==> src/rtl/zero_cross_freq_estimator.sv <==
// Zero-crossing frequency estimator: Schmitt-trigger rising-edge detector, sample-count window
// over PERIODS whole periods, and a sequential rounding divider that converts the count to Hz.
//   window state | meaning
//   W_SEEK       | waiting for the first rising crossing (samples still counted for timeout)
//   W_COUNT      | counting samples across PERIODS periods
//   div state    | meaning
//   D_IDLE       | waiting for a window handoff
//   D_BUSY       | restoring division, one quotient bit per cycle
//   D_DONE       | register saturated quotient to the outputs
module zero_cross_freq_estimator #(
    parameter int unsigned SAMPLE_HZ = 48000,
    parameter int unsigned PERIODS   = 4,
    parameter int unsigned HYST      = 64,
    parameter int unsigned MAX_COUNT = 4095,
    parameter int unsigned DIV_W     = 32
) (
    input  logic               clk_in,
    input  logic               rst_n_in,
    input  logic signed [15:0] sample_in,
    input  logic               sample_valid_in,
    output logic        [15:0] frequency_out,
    output logic               freq_valid_out,
    output logic               locked_out
);

    typedef enum logic {W_SEEK, W_COUNT} win_t;
    typedef enum logic [1:0] {D_IDLE, D_BUSY, D_DONE} div_t;

    localparam int unsigned STEP_W = $clog2(DIV_W);
    localparam logic signed [16:0] HYST_HI = 17'(HYST);
    localparam logic signed [16:0] HYST_LO = -HYST_HI;
    localparam logic [4:0] PCNT_LAST = 5'(PERIODS - 1);
    localparam logic [STEP_W-1:0] LAST_STEP = STEP_W'(DIV_W - 1);
    localparam logic [DIV_W-1:0] DIVIDEND_BASE = DIV_W'(SAMPLE_HZ * PERIODS);

    win_t win_q, win_next;
    div_t div_q, div_next;

    logic               level_q, level_next;
    logic signed [16:0] sample_x;
    logic               level_set, level_clr, rising;
    logic [15:0]        cnt_q, cnt_next;
    logic [16:0]        cnt_inc;
    logic               over;
    logic [4:0]         pcnt_q, pcnt_next;
    logic               handoff, handoff_q, timeout, timeout_q;
    logic [15:0]        handoff_cnt_q;

    logic [DIV_W-1:0]   rem_q, rem_next, quo_q, quo_next, dvs_q, dvs_next, rem_sub;
    logic [DIV_W:0]     rem_shift;
    logic               ge;
    logic [STEP_W-1:0]  step_q, step_next;
    logic [15:0]        result;
    logic [15:0]        freq_q, freq_next;
    logic               valid_q, valid_next, locked_q, locked_next;

    assign sample_x  = 17'(sample_in);
    assign level_set = sample_x >= HYST_HI;
    assign level_clr = sample_x <= HYST_LO;
    assign rising    = sample_valid_in && !level_q && level_set;
    assign cnt_inc   = {1'b0, cnt_q} + 17'd1;
    assign over      = cnt_inc > 17'(MAX_COUNT);

    always_comb begin
        level_next = level_q;
        if (sample_valid_in) begin
            if (level_set)
                level_next = 1'b1;
            else if (level_clr)
                level_next = 1'b0;
        end
    end

    always_comb begin
        win_next  = win_q;
        cnt_next  = cnt_q;
        pcnt_next = pcnt_q;
        handoff   = 1'b0;
        timeout   = 1'b0;
        if (sample_valid_in) begin
            case (win_q)
                W_SEEK: begin
                    if (rising) begin
                        cnt_next  = '0;
                        pcnt_next = '0;
                        win_next  = W_COUNT;
                    end else if (over) begin
                        timeout  = 1'b1;
                        cnt_next = '0;
                    end else begin
                        cnt_next = cnt_inc[15:0];
                    end
                end
                W_COUNT: begin
                    if (over) begin
                        timeout   = 1'b1;
                        cnt_next  = '0;
                        pcnt_next = '0;
                        win_next  = W_SEEK;
                    end else if (rising && pcnt_q == PCNT_LAST) begin
                        // closing crossing doubles as the opening of the next window
                        handoff   = 1'b1;
                        cnt_next  = '0;
                        pcnt_next = '0;
                    end else begin
                        cnt_next  = cnt_inc[15:0];
                        pcnt_next = rising ? pcnt_q + 5'd1 : pcnt_q;
                    end
                end
                default: win_next = W_SEEK;
            endcase
        end
    end

    always_ff @(posedge clk_in or negedge rst_n_in) begin
        if (!rst_n_in) begin
            win_q         <= W_SEEK;
            level_q       <= 1'b0;
            cnt_q         <= '0;
            pcnt_q        <= '0;
            handoff_q     <= 1'b0;
            handoff_cnt_q <= '0;
            timeout_q     <= 1'b0;
        end else begin
            win_q         <= win_next;
            level_q       <= level_next;
            cnt_q         <= cnt_next;
            pcnt_q        <= pcnt_next;
            handoff_q     <= handoff;
            handoff_cnt_q <= handoff ? cnt_inc[15:0] : handoff_cnt_q;
            timeout_q     <= timeout;
        end
    end

    assign rem_shift = {rem_q, quo_q[DIV_W-1]};
    assign ge        = rem_shift >= {1'b0, dvs_q};
    assign rem_sub   = rem_shift[DIV_W-1:0] - dvs_q;
    assign result    = (quo_q > DIV_W'(16'hFFFF)) ? 16'hFFFF : quo_q[15:0];

    always_comb begin
        div_next    = div_q;
        rem_next    = rem_q;
        quo_next    = quo_q;
        dvs_next    = dvs_q;
        step_next   = step_q;
        freq_next   = freq_q;
        valid_next  = 1'b0;
        locked_next = locked_q;
        case (div_q)
            D_IDLE: begin
                if (handoff_q) begin
                    // adding half the divisor turns the truncating divide into round-to-nearest
                    rem_next  = '0;
                    quo_next  = DIVIDEND_BASE + DIV_W'(handoff_cnt_q[15:1]);
                    dvs_next  = DIV_W'(handoff_cnt_q);
                    step_next = '0;
                    div_next  = D_BUSY;
                end
            end
            D_BUSY: begin
                rem_next  = ge ? rem_sub : rem_shift[DIV_W-1:0];
                quo_next  = {quo_q[DIV_W-2:0], ge};
                step_next = step_q + STEP_W'(1);
                if (step_q == LAST_STEP)
                    div_next = D_DONE;
            end
            D_DONE: begin
                freq_next   = result;
                valid_next  = 1'b1;
                locked_next = (result != 16'd0);
                div_next    = D_IDLE;
            end
            default: div_next = D_IDLE;
        endcase
        if (timeout_q) begin
            freq_next   = 16'd0;
            valid_next  = 1'b1;
            locked_next = 1'b0;
        end
    end

    always_ff @(posedge clk_in or negedge rst_n_in) begin
        if (!rst_n_in) begin
            div_q    <= D_IDLE;
            rem_q    <= '0;
            quo_q    <= '0;
            dvs_q    <= '0;
            step_q   <= '0;
            freq_q   <= '0;
            valid_q  <= 1'b0;
            locked_q <= 1'b0;
        end else begin
            div_q    <= div_next;
            rem_q    <= rem_next;
            quo_q    <= quo_next;
            dvs_q    <= dvs_next;
            step_q   <= step_next;
            freq_q   <= freq_next;
            valid_q  <= valid_next;
            locked_q <= locked_next;
        end
    end

    assign frequency_out  = freq_q;
    assign freq_valid_out = valid_q;
    assign locked_out     = locked_q;

endmodule
==> config.mk <==
export PLATFORM = sky130hd
export DESIGN_NAME = zero_cross_freq_estimator
export DESIGN_NICKNAME = d
export VERILOG_FILES = /design/src/rtl/zero_cross_freq_estimator.sv
export SDC_FILE = /design/constraint.sdc
export NUM_CORES = 1
export LEC_CHECK = 0
export ABC_AREA = 1
export CAP_MARGIN = 10
export CORE_ASPECT_RATIO = 0.6
export CORE_MARGIN = 4
export CORE_UTILIZATION = 60
export DETAILED_ROUTE_END_ITERATION = 8
export PLACE_DENSITY_LB_ADDON = 0.3
export SETUP_SLACK_MARGIN = 0.4
export SKIP_CTS_REPAIR_TIMING = 1
export SLEW_MARGIN = 20
export SYNTH_ARGS = -nofsm -noshare
export SYNTH_HDL_FRONTEND = slang
export SYNTH_SLANG_ARGS = --single-unit
export TNS_END_PERCENT = 10
==> constraint.sdc <==
create_clock -name clk_in -period 2.8 [get_ports clk_in]
set_input_delay 0.28 -clock clk_in [delete_from_list [all_inputs] [get_ports clk_in]]
set_output_delay 0.28 -clock clk_in [all_outputs]
set_load 0.01 [all_outputs]
==> run_results.csv, run 1 <==
group,metric,value,unit
power_and_ir_drop,p_per_area,1010,nW/um2
timing,min_period,2.30,ns
logic_synthesis,syn_avg_cell_area,7.70,um2
timing,finalMaxSlewViolations,0,
timing,rsz0062_at_grt,"true",
logic_synthesis,synth.distinct_cells,46,
layout,multiInputGateArea,3870,um2
logic_synthesis,yosys.area.top_type_share,0.457,
drt,dr.pass1.iters,6,
grt,groute.usage.overall,0.274,
grt,grt_antenna_before_repair,0,
logic_synthesis,synth_edf_count,0,
clock_tree,clockRootBuffer,"clkbuf_16",
clock_tree,clock_path_buffers,2,
critical_path,crit_family,"simple AND/OR/NAND/NOR gates",
floorplanning,start_util,0.619,
critical_path,crit_path_end_kind,"flop",
place,detailed_place_hpwl,14400,um
worst_hold_path,hold_class,"in -> async",
logic_synthesis,synth-main-ff-cell,"dfrtp_1",
logic_synthesis,yosysTopAreaCell,"dfrtp_1",
critical_path,worst_setup_path_start_kind,"flop",
logic_synthesis,syn_inst,1039,
timing,tightestPinTransition,0.864,ns
timing,fmaxAchievable,436,MHz
clock_tree,cts_sinks,146,
grt,grt_max_degree,61,
drt,ant_nets,0,
clock_tree,clock_latency,0.42,ns
logic_synthesis,yosysWarnings,0,
logic_synthesis,ys_async_sr_fraction,1.00,
timing,setup_tns,0,ns
drt,avgViaCountPerCell,5.77,
place,gp_congestion,0.953,
logic_synthesis,synth-seq-cells,146,
floorplanning,num_rows,32,
place,portBuffers,36,
critical_path,slowest_stage,"dfrtp_1",
critical_path,critical_path_class,"reg -> reg",
layout,syn2layout_area_growth,16.3,%
timing,relSlewSlack,0.422,
timing,finalSetupViolCount,0,
clock_tree,cts_tree,"yes",
critical_path,cp_num_buf_inv,1,
logic_synthesis,synth_seq_area_share,0.457,
logic_synthesis,syn_area,8000,um2
drt,first_iter_violations,623,
timing,hold_violations,0,
drt,post_drt_wl_per_cell,16.4,um
critical_path,crit_fanout,16,
layout,nFillCells,948,
clock_tree,clk_pin_slew,0.07,ns
power_and_ir_drop,static-leakage-power,4.56,nW
clock_tree,cts-buffers-inserted,17,
drt,remaining_drc_errors,0,
floorplanning,core_area,12900,um2
critical_path,required,3.16,ns
place,dp_slack,0.319,ns
grt,first_global_vias,6707,
timing,skew,0.00915,ns
grt,overflow,0,
drt,vias,7302,
drt,drt-total-wl,20700,um
timing,setup_ws,0.505,ns
layout,final_nets,1124,
floorplanning,ios,37,
power_and_ir_drop,vdd.ir_drop.worst,0.000622,V
run,drv_cap,0,
layout,drive_gt1_frac,0.0831,
grt,grt_pass1_wl,33700,um
floorplanning,die_x,157,um
critical_path,critPathArrivalTime,2.65,ns
run_status,outcome,"finished clean",
floorplanning,die_area,15300,um2
floorplanning,die_h,97.4,um
layout,antenna_cells,0,
layout,regArea,3650,um2
clock_tree,htree_levels,4,
critical_path,path_cells,"nor2_1 > nand2_1 > nor2_1 > nand4_1 > a31oi_1 > nand2_4 > nor2_4 > buf_12 > nand2_1 > nand3_1",
critical_path,slowest_delay,0.42,ns
logic_synthesis,synthesis.nets,1081,
timing,period_share,0.820,
logic_synthesis,synthTopCellsByArea,"dfrtp_1 (46%), nand2_1 (15%), nand3_1 (6.3%)",
## sequential cells by signal (all words and copies together), names as in the netlist, 5 cells and up
register / cells
cnt_q: 16
dvs_q: 16
frequency_out: 16
handoff_cnt_q: 16
pcnt_q: 5
quo_q: 32
rem_q: 32
step_q: 5
## worst reg2reg max path: stages, from the launching register on
cell and delay (ns):
dfrtp_1 0.42, nor2_1 0.28, nand2_1 0.17, nor2_1 0.28, nand4_1 0.21, a31oi_1 0.29
nand2_4 0.13, nor2_4 0.14, buf_12 0.15, nand2_1 0.08, nand3_1 0.08
## cell usage in the layout, fill, tap and decap left out, types with 5 or more instances in the layout
cell / count
nand2_1: 314
dfrtp_1: 146
inv_1: 104
nand3_1: 101
nor2_1: 71
o21ai_0: 56
clkdlybuf4s50_1: 35
xor2_1: 24
a21oi_1: 24
o22ai_1: 21
ha_1: 21
nand4_1: 19
nor4_1: 18
clkbuf_16: 17
buf_4: 12
nor3_1: 10
nand2_2: 10
nor2_2: 6
xnor2_1: 6
nor2_4: 5
nand3b_1: 5
o21ai_1: 5
inv_6: 5
## area by class of cell
class,count,share of cell area
clock buffer,17,0.0457
clock inverter,15,0.0183
timing repair buffer,54,0.0598
tap,170,0.0229
sequential,146,0.393
multi-input combinational,752,0.416
inverter,111,0.0450
## per-stage QoR
step	cell area, um2	std cells	total power, W	utilization	hold WS, ns
floorplan	8000	1039	0.00568	-	-0.0156
global placement	8550	1227	0.00666	0.661	0.286
detailed placement	8550	1227	0.00671	0.661	0.288
CTS	9140	1259	0.00908	0.707	-0.158
global route	9310	1265	0.0100	0.720	0.452
finish	9310	1265	0.00939	0.720	0.394
## synthesized netlist by cell type (18+ instances only)
master      n
a21oi_1    28
clkbuf_1   19
dfrtp_1   146
ha_1       22
inv_1     104
nand2_1   320
nand3_1   101
nand4_1    19
nor2_1     75
nor4_1     18
o21ai_0    57
o22ai_1    21
xor2_1     24
## logic make-up (layout without fill, tap and decap cells)
| kind of cell | after synthesis | in the layout | synth area share |
|---|---|---|---|
| and+or+nand+nor | 567 | 567 | 0.309 |
| AOI/OAI and AO/OA | 131 | 131 | 0.0924 |
| DFF | 146 | 146 | 0.457 |
| adders and majority gates | 23 | 23 | 0.0369 |
| xor gates and xnor gates | 31 | 31 | 0.0349 |
| buffers and inverters | 141 | 197 | 0.0704 |
## final timing paths
check | slack (ns) | endpoint | depth (start not counted) | startpoint
setup / recovery | 0.50 | rem_q[8]$_DFFE_PN0P_ | 10 | rem_q[18]$_DFFE_PN0P_
hold reg to reg | 0.48 | frequency_out[13]$_DFFE_PN0P_ | 2 | frequency_out[13]$_DFFE_PN0P_
min in group clk_in | 0.48 | frequency_out[13]$_DFFE_PN0P_ | 2 | frequency_out[13]$_DFFE_PN0P_
setup reg to reg | 0.50 | rem_q[8]$_DFFE_PN0P_ | 10 | rem_q[18]$_DFFE_PN0P_
max in group asynchronous | 1.53 | dvs_q[10]$_DFFE_PN0P_ | 3 | rst_n_in
hold / removal | 0.39 | rem_q[25]$_DFFE_PN0P_ | 2 | rst_n_in
## layer usage
metal / routed length (um) / global-route usage
met5: 0 / 0
met4: 314 / 0.0648
met3: 1940 / 0.0779
met2: 8760 / 0.372
met1: 9700 / 0.432
## report_power, final
group,total [W],internal (W),switching [W]
registers,0.00299,0.00253,0.000457
clock network,0.00232,0.00134,0.000985
logic,0.00408,0.00138,0.00270
total,0.00939,0.00525,0.00414
Note: power is estimated with default switching activity, not from simulation.
==> run 2: changes to the inputs <==
--- a/config.mk
+++ b/config.mk
@@ -9,7 +9,7 @@
 export CAP_MARGIN = 10
 export CORE_ASPECT_RATIO = 0.6
 export CORE_MARGIN = 4
-export CORE_UTILIZATION = 60
+export CORE_UTILIZATION = 55
 export DETAILED_ROUTE_END_ITERATION = 8
 export PLACE_DENSITY_LB_ADDON = 0.3
 export SETUP_SLACK_MARGIN = 0.4
==> constraint.sdc (replaced) <==
create_clock -name clk_in -period 1.85 [get_ports clk_in]
set_input_delay 0.185 -clock clk_in [delete_from_list [all_inputs] [get_ports clk_in]]
set_output_delay 0.185 -clock clk_in [all_outputs]
set_load 0.01 [all_outputs]
==> run 2 against run 1 <==
Effect of this change: the run now ends with setup timing left; setup slack got worse by 0.90 ns; hold slack got worse by 0.12 ns; global-route usage increased by 1.7 points; routed wire length increased by 26%; sequential share of layout area decreased by 6.8 points; combinational power increased by 150%; flip-flop and latch count unchanged; largest cell class unchanged.
==> run_results.csv, run 2 (synthesized netlist as in run 1, its figures left out) <==
group,metric,value,unit
run_status,outcome,"finished with violations",
run_status,violations,"setup timing",
timing,finalMaxSlewViolations,0,
floorplanning,core_area,14000,um2
clock_tree,clock_path_buffers,2,
layout,mostFrequentLayoutCell,"nand2_1",
floorplanning,die_h,101,um
power_and_ir_drop,p_per_area,1610,nW/um2
layout,final_nets,1261,
grt,grt_antenna_before_repair,0,
floorplanning,die_x,164,um
critical_path,crit_path_end_kind,"flop",
power_and_ir_drop,p_int,0.0101,W
floorplanning,die_area,16600,um2
timing,min_period,2.25,ns
timing,setup_tns,-19.69,ns
drt,vias,8364,
timing,whs,0.275,ns
floorplanning,num_rows,33,
timing,finalSetupViolCount,69,
timing,relSlewSlack,0.653,
timing,rsz0062_at_grt,"true",
layout,antenna_cells,0,
drt,ant_nets,0,
power_and_ir_drop,comb_power_share,0.556,
grt,overflow,0,
power_and_ir_drop,p_sw,0.00802,W
worst_hold_path,hold_class,"in -> async",
power_and_ir_drop,swShare,0.442,
critical_path,critPathArrivalTime,2.55,ns
power_and_ir_drop,static-leakage-power,5.91,nW
timing,setup_ws,-0.397,ns
run,drv_cap,0,
power_and_ir_drop,clkPwrFrac,0.193,
timing,hold_violations,0,
grt,groute.usage.overall,0.291,
layout,drive_gt1_frac,0.295,
power_and_ir_drop,vdd.ir_drop.worst,0.00114,V
timing,tightestPinTransition,0.516,ns
drt,dr.pass1.iters,5,
clock_tree,clock_latency,0.43,ns
critical_path,worst_setup_path_start_kind,"flop",
clock_tree,htree_levels,4,
drt,remaining_drc_errors,0,
grt,grt_pass1_wl,37900,um
critical_path,critical_path_class,"reg -> reg",
drt,post_drt_wl_per_cell,18.3,um
timing,skew,0.00874,ns
clock_tree,cts-buffers-inserted,17,
place,portBuffers,36,
timing,fmaxAchievable,445,MHz
clock_tree,cts_tree,"yes",
critical_path,required,2.16,ns
drt,drt-total-wl,26100,um
floorplanning,ios,37,
clock_tree,clk_pin_slew,0.07,ns
clock_tree,clockRootBuffer,"clkbuf_16",
place,detailed_place_hpwl,16700,um
place,dp_slack,-0.433,ns
critical_path,crit_fanout,8,
clock_tree,cts_sinks,146,
layout,syn2layout_area_growth,40.9,%
place,gp_congestion,0.972,
grt,first_global_vias,7503,
drt,first_iter_violations,1011,
layout,top_regs,"quo_q: 32 flops, rem_q: 32 flops",
grt,grt_max_degree,49,
drt,avgViaCountPerCell,5.87,
floorplanning,start_util,0.573,
timing,period_share,1.21,
power_and_ir_drop,share_seq_of_total_power,0.252,
layout,final_cell_mix,"nand2_1 (287), dfrtp_1 (142), buf_4 (134), inv_1 (93), nand3_1 (78)",
power_and_ir_drop,p_total,0.0182,W
## run 2: cell count changes in the layout (fill, tap and decap cells not counted), sizes merged
| cell | change |
|---|---|
| clkinvlp | -2 |
| clkinv | -1 |
| buf | +134 |
| nand3 | +1 |
| clkbuf | +3 |
| bufinv | -2 |
| inv | +4 |
| dlymetal6s2s | +18 |
| clkdlybuf4s50 | -18 |
## run 2: layout make-up
cell class	instances	area [um2]
clock buffers	18	439
clock inverters	14	155
fillers	844	2680
inverters	111	427
multi-input cells	753	4610
flip-flops and latches	146	3660
well taps	192	240
repair buffers	190	1740
## run 2: path summary, 6_finish.rpt
path / cells after the start / endpoint / slack [ns] / from
worst min register to register: 2 / frequency_out[5]$_DFFE_PN0P_ / 0.48 / frequency_out[5]$_DFFE_PN0P_
max in group asynchronous: 3 / rem_q[0]$_DFFE_PN0P_ / 0.86 / rst_n_in
min in group clk_in: 4 / level_q$_DFFE_PN0P_ / 0.38 / sample_in[15]
worst max-delay path: 11 / rem_q[10]$_DFFE_PN0P_ / -0.40 / rem_q[10]$_DFFE_PN0P_
worst max register to register: 11 / rem_q[10]$_DFFE_PN0P_ / -0.40 / rem_q[10]$_DFFE_PN0P_
worst min-delay path: 2 / timeout_q$_DFF_PN0_ / 0.28 / rst_n_in
## run 2: power groups by stage
stage	Clock [W]	Sequential, W	Combinational, W
2_1_floorplan	0	0.00432	0.00442
3_3_place_gp	0	0.00445	0.00786
3_5_place_dp	0	0.00447	0.00799
4_1_cts	0.00349	0.00443	0.00816
5_1_grt	0.00367	0.00462	0.0108
6_report	0.00350	0.00457	0.0101
## run 2: per-stage QoR
step / std cells / util / area, um2
floorplan: 1039 / - / 8100
global placement: 1377 / 0.692 / 9660
detailed placement: 1377 / 0.692 / 9660
CTS: 1409 / 0.735 / 10300
global route: 1424 / 0.808 / 11300
finish: 1424 / 0.808 / 11300
## run 2: per-layer routing
metal	wire, um	global-route usage	share of wire	up-vias
met5	0	0	0	-
met1	11300	0.443	0.43	4028
met3	3120	0.0838	0.12	55
met2	11200	0.410	0.43	482
met4	427	0.0741	0.016	0
li1	-	-	-	3799
## run 2: worst max-delay path, cell delays in order, from the launching register on
cell       delay (ns)
dfrtp_1          0.43
ha_4             0.33
nand2_2          0.16
nor2_4           0.14
inv_2            0.07
nor4_4           0.27
a31oi_2          0.17
nand2_4          0.17
nor2_4           0.06
clkbuf_16        0.18
nand2_1          0.07
nand3_1          0.07
